$ cat src/rtl/fetch_pkg.sv
// Shared types and default parameter values for the pipelined fetch unit.
package fetch_pkg;

  typedef enum logic [1:0] {
    S_BOOT,
    S_FETCH,
    S_REDIR
  } state_e;

  typedef enum logic [1:0] {
    R_NONE,
    R_BRANCH,
    R_JUMP,
    R_JREG
  } redir_e;

  localparam int unsigned DEF_ADDR_W      = 30;
  localparam int unsigned DEF_DATA_W      = 32;
  localparam int unsigned DEF_IMM_W       = 16;
  localparam int unsigned DEF_TARGET_W    = 26;
  localparam int unsigned DEF_QUEUE_DEPTH = 2;

endpackage

$ cat src/rtl/fetch_queue.sv
// Synchronous FIFO holding fetched {instruction, pc} entries between the
// instruction memory and decode. Push and pop may coincide at any occupancy.
module fetch_queue #(
  parameter int unsigned WIDTH = 62,
  parameter int unsigned DEPTH = 2,
  parameter int unsigned CNT_W = $clog2(DEPTH + 1)
) (
  input  logic             clk,
  input  logic             reset,
  input  logic             push_i,
  input  logic [WIDTH-1:0] wdata_i,
  input  logic             pop_i,
  input  logic             clear_i,
  output logic [WIDTH-1:0] rdata_o,
  output logic [CNT_W-1:0] count_o
);

  localparam int unsigned PTR_W = (DEPTH > 1) ? $clog2(DEPTH) : 1;

  logic [WIDTH-1:0] mem_q [DEPTH];
  logic [PTR_W-1:0] wr_ptr_q;
  logic [PTR_W-1:0] rd_ptr_q;
  logic [CNT_W-1:0] count_q;
  logic             full;
  logic             empty;
  logic             do_push;
  logic             do_pop;

  function automatic logic [PTR_W-1:0] ptr_inc(input logic [PTR_W-1:0] p);
    return (p == PTR_W'(DEPTH - 1)) ? '0 : p + 1'b1;
  endfunction

  assign full    = (count_q == CNT_W'(DEPTH));
  assign empty   = (count_q == '0);
  assign do_pop  = pop_i && !empty;
  assign do_push = push_i && (!full || do_pop);

  // NOTE: sequential state is assigned with <= so every flop samples the
  // pre-edge values, independent of statement order.
  always_ff @(posedge clk or posedge reset) begin
    if (reset) begin
      wr_ptr_q <= '0;
      rd_ptr_q <= '0;
      count_q  <= '0;
    end else if (clear_i) begin
      wr_ptr_q <= '0;
      rd_ptr_q <= '0;
      count_q  <= '0;
    end else begin
      if (do_push) wr_ptr_q <= ptr_inc(wr_ptr_q);
      if (do_pop)  rd_ptr_q <= ptr_inc(rd_ptr_q);
      case ({do_push, do_pop})
        2'b10:   count_q <= count_q + CNT_W'(1);
        2'b01:   count_q <= count_q - CNT_W'(1);
        default: count_q <= count_q;
      endcase
    end
  end

  // NOTE: the storage array is deliberately left without reset; the count
  // already marks every slot invalid, and unreset RAM maps to cheaper cells.
  always_ff @(posedge clk) begin
    if (do_push && !clear_i) mem_q[wr_ptr_q] <= wdata_i;
  end

  assign rdata_o = mem_q[rd_ptr_q];
  assign count_o = count_q;

endmodule

$ cat src/rtl/pipelined_fetch_unit.sv
// Pipelined instruction fetch: issues word-addressed reads to a 1-cycle
// synchronous memory, queues responses for decode, and redirects on control flow.
module pipelined_fetch_unit
  import fetch_pkg::*;
#(
  parameter int unsigned       ADDR_W      = DEF_ADDR_W,
  parameter int unsigned       DATA_W      = DEF_DATA_W,
  parameter int unsigned       IMM_W       = DEF_IMM_W,
  parameter int unsigned       TARGET_W    = DEF_TARGET_W,
  parameter logic [ADDR_W-1:0] RESET_PC    = '0,
  parameter int unsigned       QUEUE_DEPTH = DEF_QUEUE_DEPTH
) (
  input  logic                clk,
  input  logic                reset,
  output logic                imem_req,
  output logic [ADDR_W+1:0]   imem_addr,
  input  logic [DATA_W-1:0]   imem_rdata,
  input  logic [ADDR_W-1:0]   ctrl_pc,
  input  logic                branch,
  input  logic                LTZ,
  input  logic                jump,
  input  logic                jumpReg,
  input  logic [IMM_W-1:0]    imm16,
  input  logic [TARGET_W-1:0] target,
  input  logic [DATA_W-1:0]   regData,
  output logic                inst_valid,
  input  logic                inst_ready,
  output logic [DATA_W-1:0]   instruction,
  output logic [ADDR_W-1:0]   inst_pc
);

  localparam int unsigned CNT_W   = $clog2(QUEUE_DEPTH + 1);
  localparam int unsigned ENTRY_W = DATA_W + ADDR_W;

  state_e              state_q;
  logic [ADDR_W-1:0]   pc_q;
  logic [ADDR_W-1:0]   pc_d;
  logic [ADDR_W-1:0]   req_pc_q;
  logic                epoch_q;
  logic                tag_q;
  logic                outstanding_q;

  redir_e              redir_kind;
  logic [ADDR_W-1:0]   redir_target;
  logic [ADDR_W-1:0]   imm_sext;
  logic                redir;
  logic                issue;
  logic                push;
  logic                pop;
  logic [CNT_W:0]      occ;
  logic [CNT_W-1:0]    q_count;
  logic [ENTRY_W-1:0]  q_head;
  logic                unused_regdata;

  assign imm_sext = {{(ADDR_W - IMM_W){imm16[IMM_W-1]}}, imm16};

  // NOTE: every always_comb output gets a default first, so no path through
  // the block can leave it unassigned and infer a latch.
  always_comb begin
    redir_kind   = R_NONE;
    redir_target = pc_q;
    if (jumpReg) begin
      redir_kind   = R_JREG;
      redir_target = regData[ADDR_W+1:2];
    end else if (jump) begin
      redir_kind   = R_JUMP;
      redir_target = {ctrl_pc[ADDR_W-1:TARGET_W], target};
    end else if (branch && LTZ) begin
      redir_kind   = R_BRANCH;
      redir_target = ctrl_pc + ADDR_W'(1) + imm_sext;
    end
  end

  assign redir = (redir_kind != R_NONE);

  assign inst_valid = (q_count != '0) && !redir;
  assign pop        = inst_valid && inst_ready;

  // Slots already promised: queued entries plus the response still in flight.
  assign occ   = (CNT_W+1)'(q_count) + (CNT_W+1)'(outstanding_q) - (CNT_W+1)'(pop);
  assign issue = (state_q != S_BOOT) && !redir && (occ < (CNT_W+1)'(QUEUE_DEPTH));

  assign imem_req  = issue;
  assign imem_addr = {pc_q, 2'b00};

  // A response from before the latest redirect carries the old epoch and is dropped.
  assign push = outstanding_q && (tag_q == epoch_q) && !redir;

  always_comb begin
    pc_d = pc_q;
    if (redir)      pc_d = redir_target;
    else if (issue) pc_d = pc_q + ADDR_W'(1);
  end

  always_ff @(posedge clk or posedge reset) begin
    if (reset) begin
      state_q       <= S_BOOT;
      pc_q          <= RESET_PC;
      req_pc_q      <= RESET_PC;
      epoch_q       <= 1'b0;
      tag_q         <= 1'b0;
      outstanding_q <= 1'b0;
    end else begin
      pc_q          <= pc_d;
      outstanding_q <= issue;
      if (issue) begin
        tag_q    <= epoch_q;
        req_pc_q <= pc_q;
      end
      if (redir) begin
        epoch_q <= ~epoch_q;
        state_q <= S_REDIR;
      end else begin
        unique case (state_q)
          S_BOOT:  state_q <= S_FETCH;
          S_FETCH: state_q <= S_FETCH;
          S_REDIR: state_q <= S_FETCH;
          default: state_q <= S_BOOT;
        endcase
      end
    end
  end

  fetch_queue #(
    .WIDTH (ENTRY_W),
    .DEPTH (QUEUE_DEPTH),
    .CNT_W (CNT_W)
  ) u_queue (
    .clk     (clk),
    .reset   (reset),
    .push_i  (push),
    .wdata_i ({imem_rdata, req_pc_q}),
    .pop_i   (pop),
    .clear_i (redir),
    .rdata_o (q_head),
    .count_o (q_count)
  );

  assign instruction = q_head[ENTRY_W-1:ADDR_W];
  assign inst_pc     = q_head[ADDR_W-1:0];

  assign unused_regdata = ^{regData[1:0], regData >> (ADDR_W + 2)};

endmodule

$ cat config.mk
export PLATFORM = sky130hd
export DESIGN_NAME = pipelined_fetch_unit
export DESIGN_NICKNAME = d
export VERILOG_FILES = /design/src/rtl/fetch_pkg.sv /design/src/rtl/fetch_queue.sv /design/src/rtl/pipelined_fetch_unit.sv
export SDC_FILE = /design/constraint.sdc
export NUM_CORES = 1
export LEC_CHECK = 0
export CAP_MARGIN = 20
export CORE_UTILIZATION = 50
export CTS_BUF_LIST = sky130_fd_sc_hd__clkbuf_16
export CTS_CLUSTER_DIAMETER = 100
export DETAILED_ROUTE_END_ITERATION = 8
export PLACE_DENSITY = 0.81
export SYNTH_ARGS = -nofsm -noshare
export SYNTH_HDL_FRONTEND = slang
export SYNTH_HIERARCHICAL = 1
export SYNTH_SLANG_ARGS = --single-unit
$ cat constraint.sdc
create_clock -name clk -period 10.7 [get_ports clk]
set_input_delay 3.21 -clock clk [delete_from_list [all_inputs] [get_ports clk]]
set_output_delay 3.21 -clock clk [all_outputs]
set_load 0.02 [all_outputs]
# Yosys cells after proc, flatten, opt, wreduce, memory -nomap -nowiden
# Memories as Yosys holds them, arrays and structs flattened.
# Index checks and enable logic that the tools add are counted.
[totals]
regBits = 69
ramBits = 124
inputBits = 143
out_inout_bits = 96
word_cells = 73
memories = 1
[op_classes]
addsub = 9
order_cmp = 1
eq_ne = 7
n_mux = 20
n_bitwise = 1
reduce_logical = 25
[memory_table]
columns = ["memory", "depth", "word_bits", "read_ports", "rd_clocked_by_memory_dff", "wr", "line_no", "rtl"]
rows = [
  ["u_queue.mem_q", 2, 62, 1, 0, 1, "fetch_queue.sv:20", "logic [WIDTH-1:0] mem_q [DEPTH];"],
]
[ops]
columns = ["op", "n"]
rows = [
  ["30-bit two-way mux", 5],
  ["30-bit by 1-bit adder with 30-bit output (second input constant)", 2],
  ["30-bit adder", 1],
  ["2-bit nonzero test", 6],
  ["1-bit logical AND", 10],
  ["1-bit two-way mux", 10],
  ["2-bit two-way mux", 4],
  ["2-bit equality test (second input constant)", 3],
  ["2-bit by 1-bit equality test with 1-bit output (second input constant)", 2],
  ["2-bit zero test", 2],
  ["4-bit != test (second input constant)", 1],
  ["2-bit one-hot mux with 2 select lines", 1],
  ["2-bit by 1-bit adder with 3-bit output", 1],
  ["1-bit zero test", 3],
  ["3-bit by 2-bit less-than comparator with 1-bit output (second input constant)", 1],
  ["3-bit nonzero test", 1],
  ["3-bit OR reduction", 1],
  ["3-bit by 1-bit subtractor with 3-bit output", 1],
  ["1-bit adder (second input constant)", 2],
  ["2-bit by 1-bit adder with 2-bit output (second input constant)", 1],
  ["2-bit AND reduction", 1],
  ["2-bit by 1-bit subtractor with 2-bit output (second input constant)", 1],
  ["1-bit equality test", 1],
  ["1-bit logical OR", 1],
  ["1-bit inverter", 1],
]

# Longest topological paths before layout
# Gate-level depths: netlist of run 1.
[logic_depth]
depth_word = 14
ltp_mapped = 20
depth_no_buf = 17

# Modules after synthesis
# Netlist of run 1, hierarchy kept.
[by_module_without_submodules]
columns = ["module", "n_inst", "cells_per_inst", "area_per_inst_um2", "seq_area_each_um2"]
rows = [
  ["pipelined_fetch_unit", 1, 569, 5033.6, 1626.6],
  ["fetch_queue", 1, 221, 4707.0, 3823.7],
]

# Worst setup path after synthesis of run 1
# OpenSTA, ideal clock, no wires.
[synth_path]
kind = "input -> output"
from = "input port jumpReg"
to = "output port imem_req"
arrival_ns = 6.671
t_required_ns = 7.490
setup_slack_ns = 0.819
cell_stages = 15
path_buffers = 4
path_cell_list = "clkbuf_1 nor2_1 and2_1 clkbuf_1 inv_1 buf_1 nor2_1 and2_1 ha_1 nand2b_1 fa_1 xnor2_1 o211ai_1 nor2_1 clkbuf_1"
[synth_between]
elab_chain_len = 8
elab_cells_between_ends = 9
cone_classes = "add/sub: 1; order compare: 1; mux: 1; reduce/logical: 6"
[synth_lines]
columns = ["item", "line_no", "rtl"]
rows = [
  ["start, declared", "pipelined_fetch_unit.sv:22", "input logic jumpReg,"],
  ["2-bit two-way mux", "pipelined_fetch_unit.sv:62", "if (jumpReg) begin"],
  ["2-bit nonzero test", "pipelined_fetch_unit.sv:74", "assign redir = (redir_kind != R_NONE);"],
  ["1-bit zero test", "pipelined_fetch_unit.sv:76", "assign inst_valid = (q_count != '0) && !redir;"],
  ["1-bit logical AND", "pipelined_fetch_unit.sv:76", ""],
  ["net inst_valid", "pipelined_fetch_unit.sv:26", "output logic inst_valid,"],
  ["1-bit logical AND", "pipelined_fetch_unit.sv:77", "assign pop = inst_valid && inst_ready;"],
  ["net pop", "pipelined_fetch_unit.sv:49", "logic pop;"],
  ["3-bit by 1-bit subtractor with 3-bit output", "pipelined_fetch_unit.sv:80", "assign occ = (CNT_W+1)'(q_count) + (CNT_W+1)'(outstanding_q) - (CNT_W+1)'(pop);"],
  ["3-bit by 2-bit less-than comparator with 1-bit output", "pipelined_fetch_unit.sv:81", "assign issue = (state_q != S_BOOT) && !redir && (occ < (CNT_W+1)'(QUEUE_DEPTH));"],
  ["1-bit logical AND", "pipelined_fetch_unit.sv:81", ""],
  ["end, declared", "pipelined_fetch_unit.sv:15", "output logic imem_req,"],
]
# The timed path passes the listed nets, and every way through them passes these cells.

# Worst setup path in the final report of run 1
[layout_path]
from = "input port jumpReg"
to = "output port imem_req"
[layout_between]
elab_chain_len = 8
elab_cells_between_ends = 9
cone_classes = "add/sub: 1; order compare: 1; mux: 1; reduce/logical: 6"
[layout_lines]
columns = ["item", "line_no"]
rows = [
  ["2-bit two-way mux", "pipelined_fetch_unit.sv:62"],
  ["2-bit nonzero test", "pipelined_fetch_unit.sv:74"],
  ["1-bit zero test", "pipelined_fetch_unit.sv:76"],
  ["1-bit logical AND", "pipelined_fetch_unit.sv:76"],
  ["1-bit logical AND", "pipelined_fetch_unit.sv:77"],
  ["net pop", "pipelined_fetch_unit.sv:49"],
  ["3-bit by 1-bit subtractor with 3-bit output", "pipelined_fetch_unit.sv:80"],
  ["3-bit by 2-bit less-than comparator with 1-bit output", "pipelined_fetch_unit.sv:81"],
  ["1-bit logical AND", "pipelined_fetch_unit.sv:81"],
]
# The timed path passes the listed nets, and every way through them passes these cells.

==> results of run 1 <==
==> layout make-up <==
cell class	count	area share [%]
Inverter	23	0.667
Clock buffer	17	3.29
Tap cell	260	2.51
Clock inverter	14	1.21
Timing Repair Buffer	244	18.7
Sequential cell	193	42.1
Multi-Input combinational cell	541	31.5
==> cell usage in the layout, fill, tap and decap left out, types with 3 or more instances in the layout <==
cell type and count:
nor3_1 5, clkbuf_16 17, xor2_1 22, o21a_1 3
nor2b_1 3, nor4_1 3, a221o_1 3, nand2b_1 9
and3_1 10, mux2i_1 5, clkdlybuf4s50_1 234, o211ai_1 11
a221oi_1 8, xnor2_1 30, clkinvlp_4 4, inv_8 4
o22ai_1 9, clkinv_4 4, a211oi_1 10, buf_4 10
a21o_1 14, and4_1 3, dfrtp_1 68, inv_1 22
nor2_1 39, nand3_1 18, a21oi_1 55, mux2_2 93
nand4_1 10, o21ai_0 35, nand2_1 52, nor3b_1 4
a31oi_1 5, edfxtp_1 124, ha_1 31
==> logic make-up after synthesis <==
| kind of cell | count (synthesis) | synth area share (%) |
|---|---|---|
| xor gates and xnor gates | 52 | 4.68 |
| and+or+nand+nor | 178 | 9.53 |
| adders and majority gates | 33 | 4.39 |
| muxes | 98 | 11.3 |
| AOI/OAI and AO/OA | 178 | 11.8 |
| DFF | 193 | 56.0 |
| other | 1 | 0.0385 |
| buffers and inverters | 57 | 2.38 |
==> metal layers <==
layer / up-vias / GRT usage, % / wire [µm]
met5: - / 0 / 0
met4: 0 / 7.36 / 302
met3: 23 / 6.55 / 1880
met2: 265 / 40.8 / 11400
met1: 3441 / 29.5 / 9690
li1: 3430 / - / -
==> where the power goes <==
group | switching, W | internal, W
Combinational | 0.000149 | 0.000168
Clock | 0.000283 | 0.000329
Sequential | 0.0000567 | 0.000864
Total | 0.000489 | 0.00136
==> through the flow <==
step / worst slack [ns] / std cells / power, W / area [µm²]
2_1_floorplan: 0.819 / 791 / 0.00110 / 9740
3_3_place_gp: 0.674 / 1261 / 0.00124 / 12400
3_5_place_dp: 0.618 / 1261 / 0.00125 / 12400
4_1_cts: 0.609 / 1292 / 0.00186 / 12900
5_1_grt: 0.435 / 1292 / 0.00193 / 12900
6_report: 0.646 / 1292 / 0.00185 / 12900
==> state kept, by name, summed over array words and instances (netlist names) <==
signal,flops
u_queue/count_o,2
epoch_q,1
u_queue/mem_q,124
pc_q,30
u_queue/rd_ptr_q,1
req_pc_q,30
state_q,2
tag_q,1
u_queue/wr_ptr_q,1
outstanding_q,1
==> final timing paths <==
| path | startpoint | end | cells after the start |
|---|---|---|---|
| worst min register to register | req_pc_q[26] | u_queue/mem_q[1][26] | 0 |
| worst max register to register | u_queue/count_o[1] | pc_q[27] | 15 |
| worst min-delay path | req_pc_q[26] | u_queue/mem_q[1][26] | 0 |
| worst max-delay path | jumpReg | imem_req | 13 |
| max in group asynchronous | reset | req_pc_q[23] | 3 |
| min in group asynchronous | reset | u_queue/count_o[0] | 2 |
==> reports/qor.txt, run 1 <==
status - finished, final reports clean
most frequent cell after synthesis - edfxtp_1
Syn Std Cell Area - 9740 µm²
CP peak stage delay - 0.62 ns
Seq/Total Area, Yosys - 56.0%
TritonCTS clock tree - done
Crit. End Element - primary output
Fmax - 99.5 MHz
hold_ws - 0.469 ns
setup repair bufs after CTS - 0
worst slew margin relative to its limit - 43.3%
Vias/cell - 5.54
Initial Util - 51.6%
final hold viol count - 0
skew final - 0.0120 ns
Post-Synthesis Cells - 790
multi-input logic area - 4080 µm²
RSZ-0062 raised after global routing - false
Die Footprint - 20,000 µm²
global route total overflow - 0
Post-synth EDFFs - 124
crit path max-delay cell type - clkdlybuf4s50_1
CP Data Arrival Time - 6.84 ns
Pwr Density - 143 nW/µm²
post_cts resized - 0
Core Util, Final - 68.5%
drt first pass iters - 4
diodes inserted - 0
fin crit period - 10.05 ns
worst slew pin tran - 0.851 ns
fraction of registers with async set/reset - 35.8%
# hold bufs at CTS - 0
LEAKAGE - 4.77 nW
top cells by count, synth - edfxtp_1 (124), mux2_2 (93), dfrtp_1 (69), a21oi_1 (55), nand2_1 (52)
initial DRC count - 413
layout net count - 1,196
GRT Total Usage - 23.9%
Synth area leader - edfxtp_1
initial antenna violation count - 0
Worst R2R Setup Slack - 6.59 ns
clock slew at reported path FFs - 0.07 ns
share of the synthesized area in the top cell type - 38.2%
Max H-tree Level - 4
CTS Buffer Depth - 2
mean area per synthesized cell - 12.3 µm²
Num CTS Buffers - 17
Ys Warns - 6
DIE HEIGHT - 142 µm
pin count of the biggest net entering global routing - 63
Setup crit start kind - input pin
Worst Path Required - 7.49 ns
I/O pins - 239
worst skew pair latency - 0.42 ns
final setup fails - 0
first-pass GRT wire length - 36.7 mm
Netlist cell types - 72
top_reg_cell synth - edfxtp_1
root buf cell - clkbuf_16
maxcap violations - 0
delay-heaviest family, CP - simple AND/OR/NAND/NOR gates
core area - 18,900 µm²
FF+latch area - 5450 µm²
Setup CP Type - in2out
Final Wtd Congestion - 0.919
fillers - 1,432
Post-DP HPWL - 17.0 mm
clock sinks - 193
Antenna Violating Nets Remaining - 0
Slew Viols, Final - 0
FP Rows - 50
Residual DRC - 0
Setup TNS Final - 0 ns
number of global-route vias before repair - 7,236
Die Wd - 142 µm
kind of path behind the tightest hold check - reg2reg
drt total wl - 23.3 mm
area grow syn2layout - 32.8%
Port Buffers - 234
Critical Path Fanout Max - 7
FF+latch count, synth - 193
layout cell share with drive strength beyond 1 - 15.1%
WL per Instance - 18.0 µm
worst-path cell chain - clkdlybuf4s50_1 -> nor2_1 -> and2_1 -> inv_1 -> nor2_1 -> and2_1 -> ha_1 -> nand2b_1 -> fa_1 -> xnor2_1 -> o211ai_1 -> nor2_4 -> clkdlybuf4s50_1
VDD IR max - 0.0940 mV
worst path bufs/invs - 3
top post-synthesis cells by area - edfxtp_1 (38%), dfrtp_1 (18%), mux2_2 (11%)
total number of vias - 7,159
Final Cycle Share - 94.0%
(Power assumes the default switching activity.)
==> inputs of run 2 (changes only) <==
REMOVE_ABC_BUFFERS = 1   (was default)
==> reports/qor.txt, run 2 (synthesis gave the netlist of run 1 again) <==
layout cell share with drive strength beyond 1 - 15.0% (was 15.1%)
diodes inserted - 0 (unchanged)
VDD IR max - 0.0851 mV (was 0.0940 mV)
largest registers - u_queue/mem_q (124), pc_q (30), req_pc_q (30) (unchanged)
internal power - 0.00140 W (was 0.00136 W)
worst skew pair latency - 0.41 ns (was 0.42 ns)
area grow syn2layout - 33.0% (was 32.8%)
fin crit period - 9.96 ns (was 10.05 ns)
most frequent cells in the layout - clkdlybuf4s50_1 (234), edfxtp_1 (124), mux2_2 (93) (unchanged)
clock sinks - 193 (unchanged)
dpl cell area - 12,400 µm² (unchanged)
maxcap violations - 0 (unchanged)
Port Buffers - 234 (unchanged)
status - finished, final reports clean (unchanged)
worst slew margin relative to its limit - 34.8% (was 43.3%)
Total Power - 0.00187 W (was 0.00185 W)
Logic pwr share - 17.1% (about the same)
number of flip-flops in the largest register - 124 (unchanged)
root buf cell - clkbuf_16 (unchanged)
Post-DP HPWL - 16.5 mm (was 17.0 mm)
Psw - 0.000468 W (was 0.000489 W)
multi-input logic area - 4080 µm² (unchanged)
Setup CP Type - in2out (unchanged)
Pwr Density - 144 nW/µm² (was 143 nW/µm²)
I/O pins - 239 (unchanged)
first-pass GRT wire length - 35.8 mm (was 36.7 mm)
global route total overflow - 0 (unchanged)
layout net count - 1,196 (unchanged)
TritonCTS clock tree - done (unchanged)
worst slew pin tran - 0.977 ns (was 0.851 ns)
number of global-route vias before repair - 7,052 (was 7,236)
drt first pass iters - 6 (was 4)
Die Wd - 142 µm (unchanged)
pin count of the biggest net entering global routing - 47 (was 63)
Max H-tree Level - 4 (unchanged)
initial antenna violation count - 0 (unchanged)
CP Data Arrival Time - 6.75 ns (was 6.84 ns)
clock slew at reported path FFs - 0.06 ns (was 0.07 ns)
DIE HEIGHT - 142 µm (unchanged)
RSZ-0062 raised after global routing - false (unchanged)
Num CTS Buffers - 17 (unchanged)
setup repair bufs after CTS - 0 (unchanged)
Residual DRC - 0 (unchanged)
Critical Path Fanout Max - 7 (unchanged)
Slew Viols, Final - 0 (unchanged)
skew final - 0.00898 ns (was 0.0120 ns)
final hold viol count - 0 (unchanged)
FP Rows - 50 (unchanged)
Sw Share - 25.1% (was 26.4%)
Clk network pwr share - 33.7% (was 33.1%)
Final Instance Area - 13,000 µm² (was 12,900 µm²)
kind of path behind the tightest hold check - reg2reg (unchanged)
Die Footprint - 20,000 µm² (unchanged)
Antenna Violating Nets Remaining - 0 (unchanged)
Fmax - 100 MHz (was 99.5 MHz)
core area - 18,900 µm² (unchanged)
total number of vias - 7,119 (was 7,159)
Final Cycle Share - 93.1% (was 94.0%)
Crit. End Element - primary output (unchanged)
FF+latch area - 5450 µm² (unchanged)
final setup fails - 0 (unchanged)
sequential share of power - 49.3% (was 49.8%)
# hold bufs at CTS - 0 (unchanged)
LEAKAGE - 4.79 nW (was 4.77 nW)
Largest Register - u_queue/mem_q (unchanged)
pre-CTS setup slack - 0.756 ns (was 0.618 ns)
Setup crit start kind - input pin (unchanged)
GRT Total Usage - 23.1% (was 23.9%)
post_cts resized - 0 (unchanged)
Worst Path Required - 7.49 ns (about the same)
hold_ws - 0.473 ns (was 0.469 ns)
Final WS setup - 0.736 ns (was 0.646 ns)
fillers - 1,411 (was 1,432)
Vias/cell - 5.51 (was 5.54)
WL per Instance - 17.7 µm (was 18.0 µm)
drt total wl - 22.9 mm (was 23.3 mm)
leading cell type in the layout, fill and taps excluded - clkdlybuf4s50_1 (unchanged)
Final Wtd Congestion - 0.928 (was 0.919)
CTS Buffer Depth - 2 (unchanged)
Initial Util - 51.6% (unchanged)
initial DRC count - 420 (was 413)
## run 2: cell count changes in the layout (fill, tap and decap cells not counted)
cell,change
bufinv_16,+2
clkinv_1,+1
clkinv_2,+3
clkinv_4,-1
clkinv_8,-1
clkinvlp_4,-1
inv_1,+1
inv_6,+1
inv_8,-4
## run 2: worst paths after layout
kind                               startpoint                  end  slack, ns  cells after the start
setup / recovery                      jumpReg             imem_req       0.74                     13
hold / removal                    req_pc_q[8]  u_queue/mem_q[1][8]       0.47                      0
setup reg to reg           u_queue/count_o[1]             pc_q[27]       6.59                     15
hold reg to reg                   req_pc_q[8]  u_queue/mem_q[1][8]       0.47                      0
max in group asynchronous               reset          req_pc_q[2]       6.57                      3
min in group asynchronous               reset   u_queue/count_o[0]       3.03                      2
## run 2: worst max-delay path, cell delays in order
cell and delay [ns]:
clkdlybuf4s50_1 0.42, nor2_1 0.26, and2_1 0.25, inv_1 0.09, nor2_1 0.14, and2_1 0.30, ha_1 0.28, nand2b_1 0.16
fa_1 0.38, xnor2_1 0.21, o211ai_1 0.25, nor2_4 0.18, clkdlybuf4s50_1 0.62
## run 2: cell type report
type	instances	area share, %
well taps	260	2.51
repair buffers	244	18.7
clock inverters	15	1.31
flip-flops and latches	193	42.1
multi-input cells	541	31.5
inverters	23	0.667
clock buffers	17	3.28
## run 2: metrics by stage
| stage | cells | TNS, ns | utilization [%] |
|---|---|---|---|
| finish | 1293 | 0 | 68.6 |
| CTS | 1293 | 0 | 68.6 |
| global placement | 1261 | 0 | 65.4 |
| global route | 1293 | 0 | 68.6 |
| detailed placement | 1261 | 0 | 65.4 |
| floorplan | 757 | -0.498 | - |
## run 2: power by group through the flow
stage               combinational (W)  sequential [W]  clock (W)
detailed placement           0.000316        0.000934          0
floorplan                    0.000165        0.000934          0
CTS                          0.000319        0.000918   0.000639
global route                 0.000347        0.000927   0.000666
global placement             0.000309        0.000927          0
finish                       0.000319        0.000920   0.000628
## run 2: per-layer routing
layer  share of wire (%)  vias up  track usage, %  wire length [µm]
met2                  50      248            40.0             11500
met4                 1.8        0            8.32               422
li1                    -     3431               -                 -
met5                   0        -               0                 0
met1                  42     3410            29.0              9530
met3                 6.2       30            4.25              1420
